==> config.mk <==
export PLATFORM = sky130hd
export DESIGN_NAME = pc_sequencer_flat
export DESIGN_NICKNAME = d
export VERILOG_FILES = /design/src/rtl/pc_sequencer_pkg.sv /design/src/rtl/pc_sequencer_if.sv /design/src/rtl/pc_sequencer_sat_counter.sv /design/src/rtl/pc_sequencer.sv /design/src/flat_wrapper.sv
export SDC_FILE = /design/constraint.sdc
export NUM_CORES = 1
export LEC_CHECK = 0
export CORE_MARGIN = 4
export CORE_UTILIZATION = 30
export DETAILED_ROUTE_END_ITERATION = 10
export DONT_BUFFER_PORTS = 1
export SYNTH_ARGS = -nofsm -noshare
export SYNTH_HDL_FRONTEND = slang
export SYNTH_SLANG_ARGS = --single-unit
==> constraint.sdc <==
create_clock -name clk -period 3.4 [get_ports clk]
set_input_delay 0.68 -clock clk [delete_from_list [all_inputs] [get_ports clk]]
set_output_delay 0.68 -clock clk [all_outputs]
set_load 0.01 [all_outputs]
==> src/rtl/pc_sequencer_pkg.sv <==
// pc_sequencer_pkg: shared state encoding and reset PC for the PC sequencer slice
package pc_sequencer_pkg;
    localparam int PCS_STATE_BIT = 2;
    typedef enum logic [PCS_STATE_BIT-1:0] {
        PCS_BOOT = 2'd0,
        PCS_RUN  = 2'd1,
        PCS_HALT = 2'd2
    } pcs_state_e;
    localparam logic [31:0] PCS_RESET_PC = 32'h0000_0000;
endpackage

==> src/rtl/pc_sequencer_if.sv <==
// pc_sequencer_if: decoder/where-to-go inputs and fetch/debug outputs of the PC sequencer
interface pc_sequencer_if #(parameter int CNT_W = 32);
    logic [31:0]      pc_new;
    logic             branched;
    logic             is_jump;
    logic [31:0]      pc_4;
    logic             stall;
    logic             halt_req;
    logic             resume;
    logic [31:0]      pc;
    logic             fetch_valid;
    logic             flush;
    logic             halted;
    logic [CNT_W-1:0] retired_cnt;
    logic [CNT_W-1:0] taken_cnt;
    logic [CNT_W-1:0] jump_cnt;
    modport master (
        input  pc_new, branched, is_jump, pc_4, stall, halt_req, resume,
        output pc, fetch_valid, flush, halted, retired_cnt, taken_cnt, jump_cnt
    );
    modport slave (
        output pc_new, branched, is_jump, pc_4, stall, halt_req, resume,
        input  pc, fetch_valid, flush, halted, retired_cnt, taken_cnt, jump_cnt
    );
endinterface

==> src/rtl/pc_sequencer_sat_counter.sv <==
// pc_sequencer_sat_counter: W-bit up counter that sticks at all-ones
module pc_sequencer_sat_counter #(
    parameter int W = 32
) (
    input  logic         clk,
    input  logic         rst_n,
    input  logic         inc,
    output logic [W-1:0] cnt
);
    always_ff @(posedge clk or negedge rst_n)
        if (!rst_n) cnt <= '0;
        else if (inc && !(&cnt)) cnt <= cnt + 1'b1;
endmodule

==> src/rtl/pc_sequencer.sv <==
// pc_sequencer: architectural PC register, BOOT/RUN/HALT control, redirect flush and retire statistics
module pc_sequencer
    import pc_sequencer_pkg::*;
#(
    parameter logic [31:0] RESET_PC = PCS_RESET_PC,
    parameter int          CNT_W    = 32
) (
    input logic             clk,
    input logic             rst_n,
    pc_sequencer_if.master  bus
);
    pcs_state_e  state, state_nxt;
    logic [31:0] pc_q, pc_nxt;
    logic        flush_q, flush_nxt;
    logic        inc_ret, inc_tkn, inc_jmp;
    always_ff @(posedge clk or negedge rst_n)
        if (!rst_n) begin
            state   <= PCS_BOOT;
            pc_q    <= RESET_PC;
            flush_q <= 1'b0;
        end else begin
            state   <= state_nxt;
            pc_q    <= pc_nxt;
            flush_q <= flush_nxt;
        end
    always_comb begin
        state_nxt = state;
        pc_nxt    = pc_q;
        flush_nxt = 1'b0;
        inc_ret   = 1'b0;
        inc_tkn   = 1'b0;
        inc_jmp   = 1'b0;
        if (state == PCS_BOOT)
            state_nxt = PCS_RUN;
        else if (state == PCS_HALT)
            state_nxt = bus.resume ? PCS_RUN : PCS_HALT;
        else if (state != PCS_RUN)
            state_nxt = PCS_BOOT;
        else if (bus.halt_req) begin
            // the halting instruction retires; resume continues after it
            state_nxt = PCS_HALT;
            pc_nxt    = bus.pc_4;
            inc_ret   = 1'b1;
        end else if (!bus.stall) begin
            pc_nxt    = bus.pc_new;
            inc_ret   = 1'b1;
            inc_tkn   = bus.branched;
            inc_jmp   = bus.is_jump;
            flush_nxt = bus.branched | bus.is_jump;
        end
    end
    assign bus.pc          = pc_q;
    assign bus.flush       = flush_q;
    assign bus.fetch_valid = state == PCS_RUN;
    assign bus.halted      = state == PCS_HALT;
    pc_sequencer_sat_counter #(.W(CNT_W)) u_retired (.clk(clk), .rst_n(rst_n), .inc(inc_ret), .cnt(bus.retired_cnt));
    pc_sequencer_sat_counter #(.W(CNT_W)) u_taken   (.clk(clk), .rst_n(rst_n), .inc(inc_tkn), .cnt(bus.taken_cnt));
    pc_sequencer_sat_counter #(.W(CNT_W)) u_jump    (.clk(clk), .rst_n(rst_n), .inc(inc_jmp), .cnt(bus.jump_cnt));
endmodule

==> src/flat_wrapper.sv <==
// flat-port wrapper written by rule: the top's interface ports become plain ports
module pc_sequencer_flat import pc_sequencer_pkg::*;
#(
    parameter logic [31:0] RESET_PC = PCS_RESET_PC,
    parameter int          CNT_W    = 32
)
  (clk, rst_n, bus_pc_new, bus_branched, bus_is_jump, bus_pc_4, bus_stall, bus_halt_req, bus_resume, bus_pc, bus_fetch_valid, bus_flush, bus_halted, bus_retired_cnt, bus_taken_cnt, bus_jump_cnt);
  pc_sequencer_if #(.CNT_W(CNT_W)) bus_i ();
  input logic clk;
  input logic rst_n;
  input wire logic [$bits(bus_i.pc_new)-1:0] bus_pc_new;
  input wire logic [$bits(bus_i.branched)-1:0] bus_branched;
  input wire logic [$bits(bus_i.is_jump)-1:0] bus_is_jump;
  input wire logic [$bits(bus_i.pc_4)-1:0] bus_pc_4;
  input wire logic [$bits(bus_i.stall)-1:0] bus_stall;
  input wire logic [$bits(bus_i.halt_req)-1:0] bus_halt_req;
  input wire logic [$bits(bus_i.resume)-1:0] bus_resume;
  output wire logic [$bits(bus_i.pc)-1:0] bus_pc;
  output wire logic [$bits(bus_i.fetch_valid)-1:0] bus_fetch_valid;
  output wire logic [$bits(bus_i.flush)-1:0] bus_flush;
  output wire logic [$bits(bus_i.halted)-1:0] bus_halted;
  output wire logic [$bits(bus_i.retired_cnt)-1:0] bus_retired_cnt;
  output wire logic [$bits(bus_i.taken_cnt)-1:0] bus_taken_cnt;
  output wire logic [$bits(bus_i.jump_cnt)-1:0] bus_jump_cnt;
  assign bus_i.pc_new = bus_pc_new;
  assign bus_i.branched = bus_branched;
  assign bus_i.is_jump = bus_is_jump;
  assign bus_i.pc_4 = bus_pc_4;
  assign bus_i.stall = bus_stall;
  assign bus_i.halt_req = bus_halt_req;
  assign bus_i.resume = bus_resume;
  assign bus_pc = bus_i.pc;
  assign bus_fetch_valid = bus_i.fetch_valid;
  assign bus_flush = bus_i.flush;
  assign bus_halted = bus_i.halted;
  assign bus_retired_cnt = bus_i.retired_cnt;
  assign bus_taken_cnt = bus_i.taken_cnt;
  assign bus_jump_cnt = bus_i.jump_cnt;
  pc_sequencer #(.RESET_PC(RESET_PC), .CNT_W(CNT_W)) u_core (.clk(clk), .rst_n(rst_n), .bus(bus_i));
endmodule
# ---- Word level (Yosys, flattened, before mapping)
# Cells that the tools add are included.
dict set report totals {
  register_bits 131
  inputBits 71
  out_inout_bits 131
}
dict set report classes {
  add_sub_neg 3
  eq_ne 4
  n_mux 27
  n_bitwise 4
  n_reduce_logical 12
}
# op count
set op_table {}
lappend op_table {{$add 32x1->32 const B} 3}
lappend op_table {{$reduce_and 32->1} 3}
lappend op_table {{$mux 32} 2}
lappend op_table {{$mux 1} 20}
lappend op_table {{$mux 2} 5}
lappend op_table {{$ne 2x1->1 const B} 2}
lappend op_table {{$reduce_and 4->1} 1}
lappend op_table {{$reduce_bool 4->1} 1}
lappend op_table {{$logic_and 1x1->1} 3}
lappend op_table {{$logic_not 1->1} 3}
lappend op_table {{$not 1->1} 3}
lappend op_table {{$eq 2x1->1 const B} 1}
lappend op_table {{$eq 2x2->1 const B} 1}
lappend op_table {{$logic_not 2->1} 1}
lappend op_table {{$or 1x1->1} 1}

# ---- Logic depth before layout (Yosys ltp)
dict set report logic_depth {
  depth_word 6
  depth_mapped 8
  depth_no_buf 6
}

# ---- Cells and area by module
# Synthesis repeated with hierarchy kept, for this count alone.
dict set report unflattened {
  hier_cells 557
  hier_area_um2 6517.5
}
# mod instances cells_each area_each_um2 seq_area_each_um2
set modules_own_cells {}
lappend modules_own_cells {pc_sequencer_sat_counter 3 146 1580.3 800.8}
lappend modules_own_cells {pc_sequencer 1 119 1776.7 875.8}

# ---- Worst setup path after synthesis
# Ideal clock, no wire load.
dict set report synth_path {
  path_kind {in2reg}
  from {input port bus_halt_req}
  to {register u_core.u_taken.cnt[21]}
  arrival_time_ps 2007
  path_slack_ps 1267
  cell_stages 6
  path_buffers 1
  path_cell_list {buf_6 -> nor4b_4 -> nand2_1 -> nor4_2 -> nand4_1 -> xnor2_1}
}
dict set report synth_via {
  elab_chain_cells 5
}
# item line
set synth_lines {}
lappend synth_lines {{start, declared} flat_wrapper.sv:16} ;# input wire logic [$bits(bus_i.halt_req)-1:0] bus_halt_req;
lappend synth_lines {{$mux 1} pc_sequencer.sv:39} ;# else if (bus.halt_req) begin
lappend synth_lines {{$mux 1} pc_sequencer.sv:37} ;# else if (state != PCS_RUN)
lappend synth_lines {{$mux 1} pc_sequencer.sv:35} ;# else if (state == PCS_HALT)
lappend synth_lines {{$mux 1} pc_sequencer.sv:33} ;# if (state == PCS_BOOT)
lappend synth_lines {{$logic_and 1x1->1} pc_sequencer_sat_counter.sv:12} ;# else if (inc && !(&cnt)) cnt <= cnt + 1'b1;
lappend synth_lines {{end signal, assigned} pc_sequencer_sat_counter.sv:12}
lappend synth_lines {{end, declared} pc_sequencer_sat_counter.sv:8} ;# output logic [W-1:0] cnt
# No other way between the ends.
# A chain may end at the register's enable or synchronous reset.

# ---- Final worst setup path
dict set report layout_path {
  from {register u_core.u_taken.cnt[6]}
  to {register u_core.u_taken.cnt[1]}
}
dict set report layout_via {
  elab_chain_cells 3
}
# item line
set layout_lines {}
lappend layout_lines {{$reduce_and 32->1} pc_sequencer_sat_counter.sv:12}
lappend layout_lines {{$logic_not 1->1} pc_sequencer_sat_counter.sv:12}
lappend layout_lines {{$logic_and 1x1->1} pc_sequencer_sat_counter.sv:12}
# No other way between the ends.

==> flow_summary.json <==
{
  "clk_pin_slew_worst_paths_ps": 60,
  "finish.cell_count_without_fillers": 894,
  "number_of_warning_messages_in_the_yosys_log": 0,
  "synth_cell_types": 46,
  "setup.worst_path.class": "reg -> reg",
  "timing_hold_violations_final": 80,
  "buffer_ports.inserted": 0,
  "crit_fanout": 13,
  "fin_crit_ps": 2520,
  "synth.cell_area_um2": 6370,
  "fillerInstances": 2139,
  "status": "finished with violations",
  "crit_top_cell": "nand4_1",
  "overflow": 0,
  "ratio_of_cells_with_drive_above_1_in_the_final_layout": 0.0937,
  "critical-path-top-delay-family": "simple AND/OR/NAND/NOR gates",
  "design_area_um2": 7240,
  "die-width_um": 154,
  "num_io_pins": 202,
  "die_footprint_um2": 23600,
  "placed_cell_area_um2": 6650,
  "asyncSetResetFlopFracSynth": 1.00,
  "worst_slew_pin_slew_ps": 779,
  "violations_in_the_final_reports": "negative hold slack",
  "groute.usage.overall": 0.135,
  "slew_headroom": 0.477,
  "worstHoldPathType": "in -> async",
  "arrival_ps": 2820,
  "core_area_um2": 21000,
  "synth-seq-area-share": 0.515,
  "number_of_design_rule_violations_left_after_detail_routing": 0,
  "placement_rows": 53,
  "rsz0062_at_grt": "false",
  "required_ps": 3700,
  "leakagePower_uw": 0.00318,
  "dp.cells": 863,
  "cp-end-kind": "flop",
  "clk_latency_ps": 410,
  "skew_ps": 11.4,
  "number_of_synthesized_flops_with_an_enable_pin": 0,
  "ant_nets": 0,
  "numClockSinks": 131,
  "grt_max_degree": 132,
  "ctsResizeCount": 0,
  "nets": 681,
  "drt_pre_antenna_iters": 6,
  "yosys_most_used_dff": "dfrtp_1",
  "leading_cell_type_in_the_layout_fill_and_taps_excluded": "dfrtp_1",
  "cts.root.buffer_cell": "clkbuf_16",
  "hold_slack_ps": -36.9,
  "setup-violations-final": 0,
  "post_cts_repair_setup_buffers": 0,
  "clock_tree_from_tritoncts": "yes",
  "ctsLongestPathBuffers": 2,
  "timing.critical_path.buf_inv": 0,
  "syn_inst": 603,
  "n_antenna_cell": 0,
  "slew_viol_final": 0,
  "initial_utilization": 0.304,
  "layout_worst_path_cycle_share": 0.742,
  "finalSetupTns_ps": 0,
  "grt_first_pass_wirelength_um": 25800,
  "maxClockFrequency_mhz": 396,
  "synthesis.area_per_instance_um2": 10.6,
  "die_height_um": 154,
  "fin_util": 0.346,
  "cell_area_power_density_nw_per_um2": 651,
  "first_global_vias": 4535,
  "synth.ff_latch_count": 131,
  "drt-total-wl_um": 16000,
  "drt-initial-drc-count": 221,
  "overall_power_uw": 4720,
  "leading_cell_types_in_the_layout_fill_and_taps_excluded": "dfrtp_1, nand2_1, xnor2_1",
  "ir_drop_v": 0.000344,
  "synth_nets": 677,
  "timing.critical_path.slowest_stage_cell": "nand4_1",
  "cap_violations": 0,
  "vias_per_inst": 5.08,
  "timing.critical_path.slowest_cell_delay_ps": 560,
  "hpwlAfterDp_um": 11300,
  "cts_buffers": 17,
  "finalWeightedCongestion": 0.786,
  "vias": 4544,
  "flow.area_growth_from_synthesis_pct": 13.8,
  "detail_route.wl_per_cell_um": 17.9,
  "crit_path_cell_trace": "nand4_1 -> nor4_1 -> nand4_1 -> nand2_1 -> mux2_2",
  "timing.critical_path.from_type": "flop",
  "antenna_found_initial": 0,
  "cts_max_level": 4
}
state kept, by name (all words and copies together) (netlist names):
signal	flops
u_core.u_taken.cnt	32
u_core.state	2
u_core.u_jump.cnt	32
u_core.bus.pc	32
u_core.u_retired.cnt	32
u_core.bus.flush	1
final timing paths:
kind | from | end | slack, ps | cells past startpoint
max | u_core.u_taken.cnt[6] | u_core.u_taken.cnt[1] | 880 | 5
min | rst_n | u_core.u_retired.cnt[18] | -40 | 0
max reg2reg | u_core.u_taken.cnt[6] | u_core.u_taken.cnt[1] | 880 | 5
min reg2reg | u_core.state[0] | u_core.state[0] | 550 | 1
max in group asynchronous | rst_n | u_core.bus.pc[20] | 3200 | 0
min in group clk | bus_halt_req | u_core.state[1] | 400 | 1
per-layer routing:
layer  up-vias  track usage  routed length [um]
li1       2156            -                   -
met1      2235        0.171                6960
met2       142        0.217                7690
met3        11       0.0512                1210
met4         0       0.0387                 174
met5         -            0                   0
worst reg2reg max path: stages, from the launching register on:
cell     delay, ps
dfrtp_1        490
nand4_1        190
nor4_1         500
nand4_1        560
nand2_1        310
mux2_2         360
cell usage after synthesis (2+ instances only):
cell type,number,area [um^2]
nand2b_1,4,25.0
nor4_2,2,25.0
clkbuf_1,10,37.5
inv_1,10,37.5
xor2_1,30,263
buf_4,2,15.0
and3_1,14,87.6
and4_2,4,40.0
mux2i_1,32,320
nor2_1,23,86.3
o21ai_0,35,175
mux2_2,3,33.8
nand4_2,2,25.0
a21oi_1,3,15.0
dfrtp_1,131,3280
or2_2,2,12.5
ha_1,3,37.5
nand4_1,41,257
nor4_1,9,56.3
buf_2,3,15.0
nand3_1,39,195
nand2_1,73,274
nand4b_1,2,17.5
a31oi_1,2,12.5
xnor2_1,60,526
or3b_2,2,17.5
nor3_1,25,125
and4_1,11,96.3
buf_1,2,7.51
and2_1,6,37.5
nor2b_1,2,12.5
nor4_4,2,42.5
kinds of logic (layout without fill, tap and decap cells):
logic type / Yosys count / count (layout) / share of synthesized area
compound gates: 47 / 47 / 0.0440
xor+xnor: 90 / 90 / 0.124
fa+ha+maj: 3 / 3 / 0.00590
buf+inv: 28 / 44 / 0.0195
flops: 131 / 131 / 0.515
mux: 35 / 35 / 0.0556
simple gates: 269 / 269 / 0.236
power by group:
group / switching (uW) / internal [uW] / total [uW] / leakage [uW]
Clock: 713 / 1180 / 1900 / 0.000285
Sequential: 422 / 1840 / 2260 / 0.00173
Combinational: 328 / 231 / 559 / 0.00117
per-stage QoR:
stage	hold slack [ps]	setup WS, ps
CTS	-64.1	843
global route	-68.5	673
finish	-36.9	877
global placement	389	803
detailed placement	388	797
floorplan	384	1270
layout make-up:
class,instances,area [um^2],share of cell area
clock buffers,21,460,0.0636
clock inverters,10,133,0.0183
inverters,10,37.5,0.00518
multi-input cells,444,2970,0.410
flip-flops and latches,131,3280,0.453
well taps,275,344,0.0475
repair buffers,3,22.5,0.00311
No activity file was read; power rests on OpenSTA's default activity.
